[src/rtl/softshell_pkg.sv]
// softshell_pkg
//   Shared definitions for the Softshell bus fabric and its neighbours:
//   fabric FSM state encodings, the Softshell slave address map and the
//   default watchdog limit.
//   Ports: none (package).
package softshell_pkg;

  typedef enum logic [1:0] {
    FAB_IDLE = 2'd0,
    FAB_BUSY = 2'd1,
    FAB_ERR  = 2'd2
  } fab_state_e;

  // Softshell address map (base / mask)
  localparam logic [31:0] RAM_ADDR       = 32'h3000_0000;
  localparam logic [31:0] RAM_MASK       = 32'hfff0_0000;
  localparam logic [31:0] FLASH_ADDR     = 32'h3040_0000;
  localparam logic [31:0] FLASH_MASK     = 32'hfff0_0000;
  localparam logic [31:0] FLASH_CFG_ADDR = 32'h3080_0000;
  localparam logic [31:0] FLASH_CFG_MASK = 32'hffff_0000;
  localparam logic [31:0] UART0_ADDR     = 32'h3081_0000;
  localparam logic [31:0] UART0_MASK     = 32'hffff_0000;

  localparam int DEFAULT_TIMEOUT_CYCLES = 255;

endpackage

[src/rtl/softshell_rr_arbiter.sv]
// softshell_rr_arbiter
//   Combinational round-robin arbiter. Searches upward from the bit above
//   the previous winner, wrapping around to bit 0.
//   Ports:
//     req  in  N  request vector
//     last in  N  one-hot previous winner
//     gnt  out N  one-hot winner (0 when no request)
module softshell_rr_arbiter
  import softshell_pkg::*;
#(
  parameter int N = 5
) (
  input  logic [N-1:0] req,
  input  logic [N-1:0] last,
  output logic [N-1:0] gnt
);

  localparam logic [N-1:0] ONE = N'(1);

  logic [N-1:0] upper_s;
  logic [N-1:0] req_hi_s;
  logic [N-1:0] pick_hi_s;
  logic [N-1:0] pick_all_s;

  // Prefer the lowest requester strictly above last, else wrap to the lowest overall
  always_comb begin
    upper_s    = ~(last | (last - ONE));
    req_hi_s   = req & upper_s;
    pick_hi_s  = req_hi_s & (~req_hi_s + ONE);
    pick_all_s = req & (~req + ONE);
    if (|req_hi_s) begin
      gnt = pick_hi_s;
    end else begin
      gnt = pick_all_s;
    end
  end

endmodule

[src/rtl/softshell_bus_fabric.sv]
// softshell_bus_fabric
//   Wishbone shared-bus fabric: NUM_MASTERS masters arbitrated round-robin
//   onto one bus, decoded to NUM_SLAVES slaves by base/mask. Decode misses
//   return a one-cycle err; an optional watchdog errors out hung transfers.
//   Optional feature macro: SOFTSHELL_FABRIC_TIMEOUT_EN (watchdog + timeout_o).
//   Ports:
//     wb_clk_i, reset_in (async, active-high)
//     m_cyc_i/m_stb_i/m_we_i/m_adr_i/m_dat_i/m_sel_i  master requests (flattened)
//     m_dat_o, m_ack_o, m_err_o                       master responses
//     s_cyc_o/s_stb_o (per slave), s_we_o/s_adr_o/s_dat_o/s_sel_o (shared)
//     s_dat_i, s_ack_i                                slave responses
//     gnt_o      one-hot current grant, timeout_o  watchdog error pulse
module softshell_bus_fabric
  import softshell_pkg::*;
#(
  parameter int NUM_MASTERS    = 5,
  parameter int NUM_SLAVES     = 4,
  parameter int DATA_W         = 32,
  parameter int ADDR_W         = 32,
  parameter logic [NUM_SLAVES*ADDR_W-1:0] SLAVE_ADDR = {NUM_SLAVES{RAM_ADDR}},
  parameter logic [NUM_SLAVES*ADDR_W-1:0] SLAVE_MASK = {NUM_SLAVES{RAM_MASK}},
  parameter int TIMEOUT_CYCLES = DEFAULT_TIMEOUT_CYCLES
) (
  input  logic                            wb_clk_i,
  input  logic                            reset_in,
  input  logic [NUM_MASTERS-1:0]          m_cyc_i,
  input  logic [NUM_MASTERS-1:0]          m_stb_i,
  input  logic [NUM_MASTERS-1:0]          m_we_i,
  input  logic [NUM_MASTERS*ADDR_W-1:0]   m_adr_i,
  input  logic [NUM_MASTERS*DATA_W-1:0]   m_dat_i,
  input  logic [NUM_MASTERS*DATA_W/8-1:0] m_sel_i,
  output logic [DATA_W-1:0]               m_dat_o,
  output logic [NUM_MASTERS-1:0]          m_ack_o,
  output logic [NUM_MASTERS-1:0]          m_err_o,
  output logic [NUM_SLAVES-1:0]           s_cyc_o,
  output logic [NUM_SLAVES-1:0]           s_stb_o,
  output logic                            s_we_o,
  output logic [ADDR_W-1:0]               s_adr_o,
  output logic [DATA_W-1:0]               s_dat_o,
  output logic [DATA_W/8-1:0]             s_sel_o,
  input  logic [NUM_SLAVES*DATA_W-1:0]    s_dat_i,
  input  logic [NUM_SLAVES-1:0]           s_ack_i,
  output logic [NUM_MASTERS-1:0]          gnt_o,
  output logic                            timeout_o
);

  localparam int SEL_W = DATA_W / 8;
  localparam logic [NUM_MASTERS-1:0] LAST_RESET = {1'b1, {(NUM_MASTERS-1){1'b0}}};

  if (TIMEOUT_CYCLES < 2 || TIMEOUT_CYCLES > 255) begin : g_timeout_range
    $error("softshell_bus_fabric: TIMEOUT_CYCLES must be 2..255");
  end

  fab_state_e               state_r, state_next_s;
  logic [NUM_MASTERS-1:0]   gnt_r, gnt_next_s, last_r, last_next_s, arb_gnt_s;
  logic                     cyc_s, stb_s, we_s;
  logic [ADDR_W-1:0]        adr_s;
  logic [DATA_W-1:0]        wdat_s, rdat_s;
  logic [SEL_W-1:0]         sel_s;
  logic [NUM_SLAVES-1:0]    hit_s, slv_s;
  logic                     any_hit_s, busy_s, ack_s, expire_s;

  softshell_rr_arbiter #(.N(NUM_MASTERS)) u_arb (
    .req  (m_cyc_i),
    .last (last_r),
    .gnt  (arb_gnt_s)
  );

  // One-hot AND-OR mux of the granted master's request fields
  always_comb begin
    cyc_s  = |(m_cyc_i & gnt_r);
    stb_s  = |(m_stb_i & gnt_r);
    we_s   = |(m_we_i & gnt_r);
    adr_s  = '0;
    wdat_s = '0;
    sel_s  = '0;
    for (int m = 0; m < NUM_MASTERS; m++) begin
      adr_s  = adr_s  | (m_adr_i[m*ADDR_W +: ADDR_W] & {ADDR_W{gnt_r[m]}});
      wdat_s = wdat_s | (m_dat_i[m*DATA_W +: DATA_W] & {DATA_W{gnt_r[m]}});
      sel_s  = sel_s  | (m_sel_i[m*SEL_W +: SEL_W]   & {SEL_W{gnt_r[m]}});
    end
  end

  // Address decode; overlapping windows resolve to the lowest slave index
  always_comb begin
    hit_s  = '0;
    rdat_s = '0;
    for (int s = 0; s < NUM_SLAVES; s++) begin
      hit_s[s] = ((adr_s & SLAVE_MASK[s*ADDR_W +: ADDR_W]) == SLAVE_ADDR[s*ADDR_W +: ADDR_W]);
    end
    slv_s     = hit_s & (~hit_s + NUM_SLAVES'(1));
    any_hit_s = |hit_s;
    for (int s = 0; s < NUM_SLAVES; s++) begin
      rdat_s = rdat_s | (s_dat_i[s*DATA_W +: DATA_W] & {DATA_W{slv_s[s]}});
    end
  end

  // Bus outputs: slave selects only while BUSY, ack passes straight through
  always_comb begin
    busy_s  = (state_r == FAB_BUSY) && cyc_s;
    s_cyc_o = slv_s & {NUM_SLAVES{busy_s}};
    s_stb_o = slv_s & {NUM_SLAVES{busy_s && stb_s}};
    s_we_o  = we_s;
    s_adr_o = adr_s;
    s_dat_o = wdat_s;
    s_sel_o = sel_s;
    ack_s   = busy_s && (|(s_ack_i & slv_s));
    m_ack_o = gnt_r & {NUM_MASTERS{ack_s}};
    m_err_o = gnt_r & {NUM_MASTERS{state_r == FAB_ERR}};
    m_dat_o = rdat_s;
    gnt_o   = gnt_r;
  end

`ifdef SOFTSHELL_FABRIC_TIMEOUT_EN
  logic [7:0] wd_cnt_r, wd_cnt_next_s;
  logic       wd_count_s;
  logic       timeout_r;

  // Watchdog: counts stalled strobe cycles; an ack in the expiry cycle wins
  always_comb begin
    wd_count_s = busy_s && stb_s && any_hit_s && !ack_s;
    expire_s   = wd_count_s && (wd_cnt_r == 8'(TIMEOUT_CYCLES - 1));
    if (wd_count_s && !expire_s) begin
      wd_cnt_next_s = wd_cnt_r + 8'd1;
    end else begin
      wd_cnt_next_s = 8'd0;
    end
  end

  // Watchdog counter and timeout pulse registers
  always_ff @(posedge wb_clk_i or posedge reset_in) begin
    if (reset_in) begin
      wd_cnt_r  <= 8'd0;
      timeout_r <= 1'b0;
    end else begin
      wd_cnt_r  <= wd_cnt_next_s;
      timeout_r <= expire_s;
    end
  end

  assign timeout_o = timeout_r;
`else
  assign expire_s  = 1'b0;
  assign timeout_o = 1'b0;
`endif

  // Fabric FSM next state; the grant is held until the owner drops cyc
  always_comb begin
    state_next_s = state_r;
    gnt_next_s   = gnt_r;
    last_next_s  = last_r;
    case (state_r)
      FAB_IDLE: begin
        if (|m_cyc_i) begin
          state_next_s = FAB_BUSY;
          gnt_next_s   = arb_gnt_s;
          last_next_s  = arb_gnt_s;
        end else begin
          state_next_s = FAB_IDLE;
        end
      end
      FAB_BUSY: begin
        if (!cyc_s) begin
          state_next_s = FAB_IDLE;
          gnt_next_s   = '0;
        end else if (stb_s && !any_hit_s) begin
          state_next_s = FAB_ERR;
        end else if (expire_s) begin
          state_next_s = FAB_ERR;
        end else begin
          state_next_s = FAB_BUSY;
        end
      end
      FAB_ERR: begin
        state_next_s = FAB_BUSY;
      end
      default: begin
        state_next_s = FAB_IDLE;
        gnt_next_s   = '0;
      end
    endcase
  end

  // Fabric state, grant and round-robin pointer registers
  always_ff @(posedge wb_clk_i or posedge reset_in) begin
    if (reset_in) begin
      state_r <= FAB_IDLE;
      gnt_r   <= '0;
      last_r  <= LAST_RESET;
    end else begin
      state_r <= state_next_s;
      gnt_r   <= gnt_next_s;
      last_r  <= last_next_s;
    end
  end

endmodule

[config.mk]
export PLATFORM = sky130hd
export DESIGN_NAME = softshell_bus_fabric
export DESIGN_NICKNAME = d
export VERILOG_FILES = /design/src/rtl/softshell_pkg.sv /design/src/rtl/softshell_rr_arbiter.sv /design/src/rtl/softshell_bus_fabric.sv
export SDC_FILE = /design/constraint.sdc
export NUM_CORES = 1
export LEC_CHECK = 0
export BUFFER_PORTS_ARGS = -buffer_cell sky130_fd_sc_hd__buf_2
export CELL_PAD_IN_SITES_DETAIL_PLACEMENT = 1
export CELL_PAD_IN_SITES_GLOBAL_PLACEMENT = 2
export CORE_AREA = 2 2 238 240
export CTS_CLUSTER_SIZE = 20
export DETAILED_ROUTE_END_ITERATION = 6
export DIE_AREA = 0 0 240 242
export PLACE_DENSITY = 0.56
export SLEW_MARGIN = 20
export SYNTH_ARGS = -nofsm -noshare
export SYNTH_HDL_FRONTEND = slang
export SYNTH_SLANG_ARGS = --single-unit
export TNS_END_PERCENT = 100
[constraint.sdc]
create_clock -name wb_clk_i -period 2.1 [get_ports wb_clk_i]
set_input_delay 0.42 -clock wb_clk_i [delete_from_list [all_inputs] [get_ports wb_clk_i]]
set_output_delay 0.42 -clock wb_clk_i [all_outputs]
set_load 0.01 [all_outputs]
==> flow_metrics.env <==
export IMPL_clock_latency_ns=0.25
export IMPL_period_share_pct=141
export IMPL_num_rows=87
export IMPL_design_area_mm2=0.00703
export IMPL_p_leak_nw=3.73
export IMPL_violations="design-rule violations, negative setup slack"
export IMPL_dr_total_vias=5819
export IMPL_core_area_mm2=0.0557
export IMPL_setup_tns_ns=-37.33
export IMPL_grt_max_degree=39
export IMPL_intPower_mw=3.95
export IMPL_start_kind="flip-flop"
export IMPL_ys_async_sr_fraction_pct=100
export IMPL_nets=1407
export IMPL_syn_mean_instance_area_um2=7.07
export IMPL_maxCapViolCount=0
export IMPL_cts_sinks=12
export IMPL_grt_pass1_wl_um=36700
export IMPL_worst_pin_slew_ns=0.507
export IMPL_p_sw_mw=4.27
export IMPL_fin_crit_ns=2.96
export IMPL_die_area_mm2=0.0581
export IMPL_wl_per_cell_um=16.6
export IMPL_clk_path_buf_depth=2
export IMPL_arrival_ns=2.54
export IMPL_setup_viol=78
export IMPL_wirelength_um=27900
export IMPL_antenna_left=0
export IMPL_fillers=6887
export IMPL_finalClockSkew_ns=0.00460
export IMPL_maxSlewHeadroom_pct=66.1
export IMPL_clk_pin_slew_ns=0.05
export IMPL_synth_seq_area_share_pct=11.1
export IMPL_fp_dieH_um=242
export IMPL_drc=9
export IMPL_clock_root_buffer="clkbuf_16"
export IMPL_drive_above_1_share_pct=67.1
export IMPL_finalWorstSetupSlack_ns=-0.862
export IMPL_finalPower_mw=8.22
export IMPL_drt_initial_drc_count=518
export IMPL_dp_hpwl_um=22700
export IMPL_hold_viol=0
export IMPL_endpoint_kind="output pin"
export IMPL_grt_use_total_pct=8.38
export IMPL_outcome="finished, violations left"
export IMPL_yosys_warnings=0
export IMPL_power_density_mw_per_mm2=1170
export IMPL_netlist_area_mm2=0.00271
export IMPL_ys_flop_type="dfrtp_1"
export IMPL_hp_class="input port to async pin"
export IMPL_worst_ep_required_time_ns=1.68
export IMPL_cts_tree="built"
export IMPL_grt_pass1_vias=5807
export IMPL_place_gp_congestion=0.872
export IMPL_port_buffers=507
export IMPL_start_util_pct=4.86
export IMPL_max_freq_mhz=338
export IMPL_antenna_found_initial=6
export IMPL_rsz0062_at_grt="yes"
export IMPL_final_util_pct=12.6
export IMPL_swShare_pct=51.9
export IMPL_drt_pass1_iterations=7
export IMPL_synth_edf_count=0
export IMPL_seqPwrFrac_pct=6.1
export IMPL_area_delta_synth_final_pct=160
export IMPL_ir_drop_uv=447
export IMPL_netlist_instances=383
export IMPL_r2r_cells=11
export IMPL_dpl_cell_area_mm2=0.00639
export IMPL_ys_types=37
export IMPL_htreeDepth=1
export IMPL_die_w_um=240
export IMPL_ys_ff_latch=12
export IMPL_path_class="flip-flop to output pin"
export IMPL_pin_count=614
export IMPL_path_max_fanout=7
export IMPL_dpl_worst_slack_ns=-0.739
export IMPL_clkPwrFrac_pct=4.9
export IMPL_pwr_share_comb_pct=89.0
export IMPL_cts_inserted_buffers=3
export IMPL_final_max_slew_violation_count=0
export IMPL_viasPerCell=3.47
export IMPL_gr_total_overflow=0
-- power groups by stage --
| stage | Clock, mW | Combinational (mW) | Sequential (mW) |
|---|---|---|---|
| floorplan | 0 | 3.26 | 0.433 |
| global placement | 0 | 6.52 | 0.491 |
| CTS | 0.409 | 7.04 | 0.498 |
| detailed placement | 0 | 6.52 | 0.495 |
| global route | 0.421 | 7.89 | 0.523 |
| finish | 0.405 | 7.32 | 0.498 |
-- through the flow --
step	cells	hold WS (ns)
after global routing	1677	0.237
after CTS	1670	0.214
after detailed placement	1650	0.466
after global placement	1650	0.459
final	1678	0.197
after floorplan	389	0.284
-- what timing repair did --
item	in CTS	in global routing
setup endpoints to repair	103	108
pin swaps	48	42
hold buffers	0	0
setup buffers	15	6
cloned	2	1
resized for setup	42	36
-- cell families after synthesis --
family | synth area share [%]
compound gates | 50.7
simple gates | 28.2
buf+inv | 9.85
flops | 11.1
other cells | 0.139
-- worst max-delay path: stages, from the launching register on --
cell	delay, ns
dfrtp_4	0.49
buf_12	0.15
buf_6	0.15
a22oi_1	0.16
nand2_1	0.12
nor4bb_2	0.34
buf_4	0.17
and3_4	0.23
buf_12	0.13
buf_16	0.12
and2_4	0.14
buf_6	0.09
-- registers in the layout, indices dropped and copies added, names as in the netlist --
name     count
gnt_o        5
last_r       5
state_r      2
-- cells in the final DEF, fill, tap and decap left out, types with 4 or more instances in the layout --
master / n
buf_2: 488
nand2_1: 82
a222oi_1: 71
a22oi_1: 63
buf_4: 48
buf_6: 26
and2_1: 22
and2_4: 16
nor2_1: 7
a22oi_2: 7
conb_1: 7
buf_12: 7
a21oi_1: 6
dfrtp_1: 6
diode_2: 5
inv_1: 5
nand2b_1: 4
a21o_1: 4
and4_1: 4
clkbuf_16: 4
-- worst paths after layout --
| path | slack (ns) | startpoint | end |
|---|---|---|---|
| worst min-delay path | 0.20 | reset_in | last_r[0] |
| min in group wb_clk_i | 0.47 | last_r[4] | last_r[4] |
| max in group asynchronous | 1.52 | reset_in | gnt_o[3] |
| worst min register to register | 0.47 | last_r[4] | last_r[4] |
| worst max register to register | -0.20 | gnt_o[3] | state_r[1] |
| worst max-delay path | -0.86 | gnt_o[3] | m_dat_o[9] |
-- routing by layer --
metal	vias up	GRT usage [%]	share of wire (%)
li1	2655	-	-
met1	2781	10.1	40
met2	355	15.3	50
met3	26	1.28	8.0
met4	2	2.16	2.0
met5	-	0	0.029
-- cells in the mapped netlist, types with 2 or more instances --
| library cell | number | area [um^2] |
|---|---|---|
| buf_6 | 2 | 22.5 |
| nand2_1 | 82 | 308 |
| clkbuf_1 | 25 | 93.8 |
| and4_1 | 5 | 43.8 |
| dfrtp_1 | 11 | 275 |
| and2_1 | 38 | 238 |
| buf_4 | 9 | 67.6 |
| inv_1 | 5 | 18.8 |
| nand2b_1 | 4 | 25.0 |
| a21o_1 | 4 | 30.0 |
| nor3_1 | 4 | 20.0 |
| buf_2 | 6 | 30.0 |
| a21oi_1 | 6 | 30.0 |
| nand3_1 | 2 | 10.0 |
| nor4_2 | 2 | 25.0 |
| nor2_1 | 7 | 26.3 |
| nor4_1 | 3 | 18.8 |
| buf_1 | 9 | 33.8 |
| o22ai_1 | 2 | 12.5 |
| a222oi_1 | 71 | 711 |
| a22oi_1 | 70 | 526 |
-- cell type report --
| class | count | area, um^2 | area share (%) |
|---|---|---|---|
| diodes | 5 | 12.5 | 0.178 |
| clock buffers | 4 | 88.8 | 1.26 |
| inverters | 5 | 18.8 | 0.267 |
| multi-input cells | 321 | 2280 | 32.4 |
| flip-flops and latches | 12 | 315 | 4.48 |
| well taps | 756 | 946 | 13.4 |
| repair buffers | 575 | 3370 | 48.0 |
Note: power is estimated with default switching activity, not from simulation.
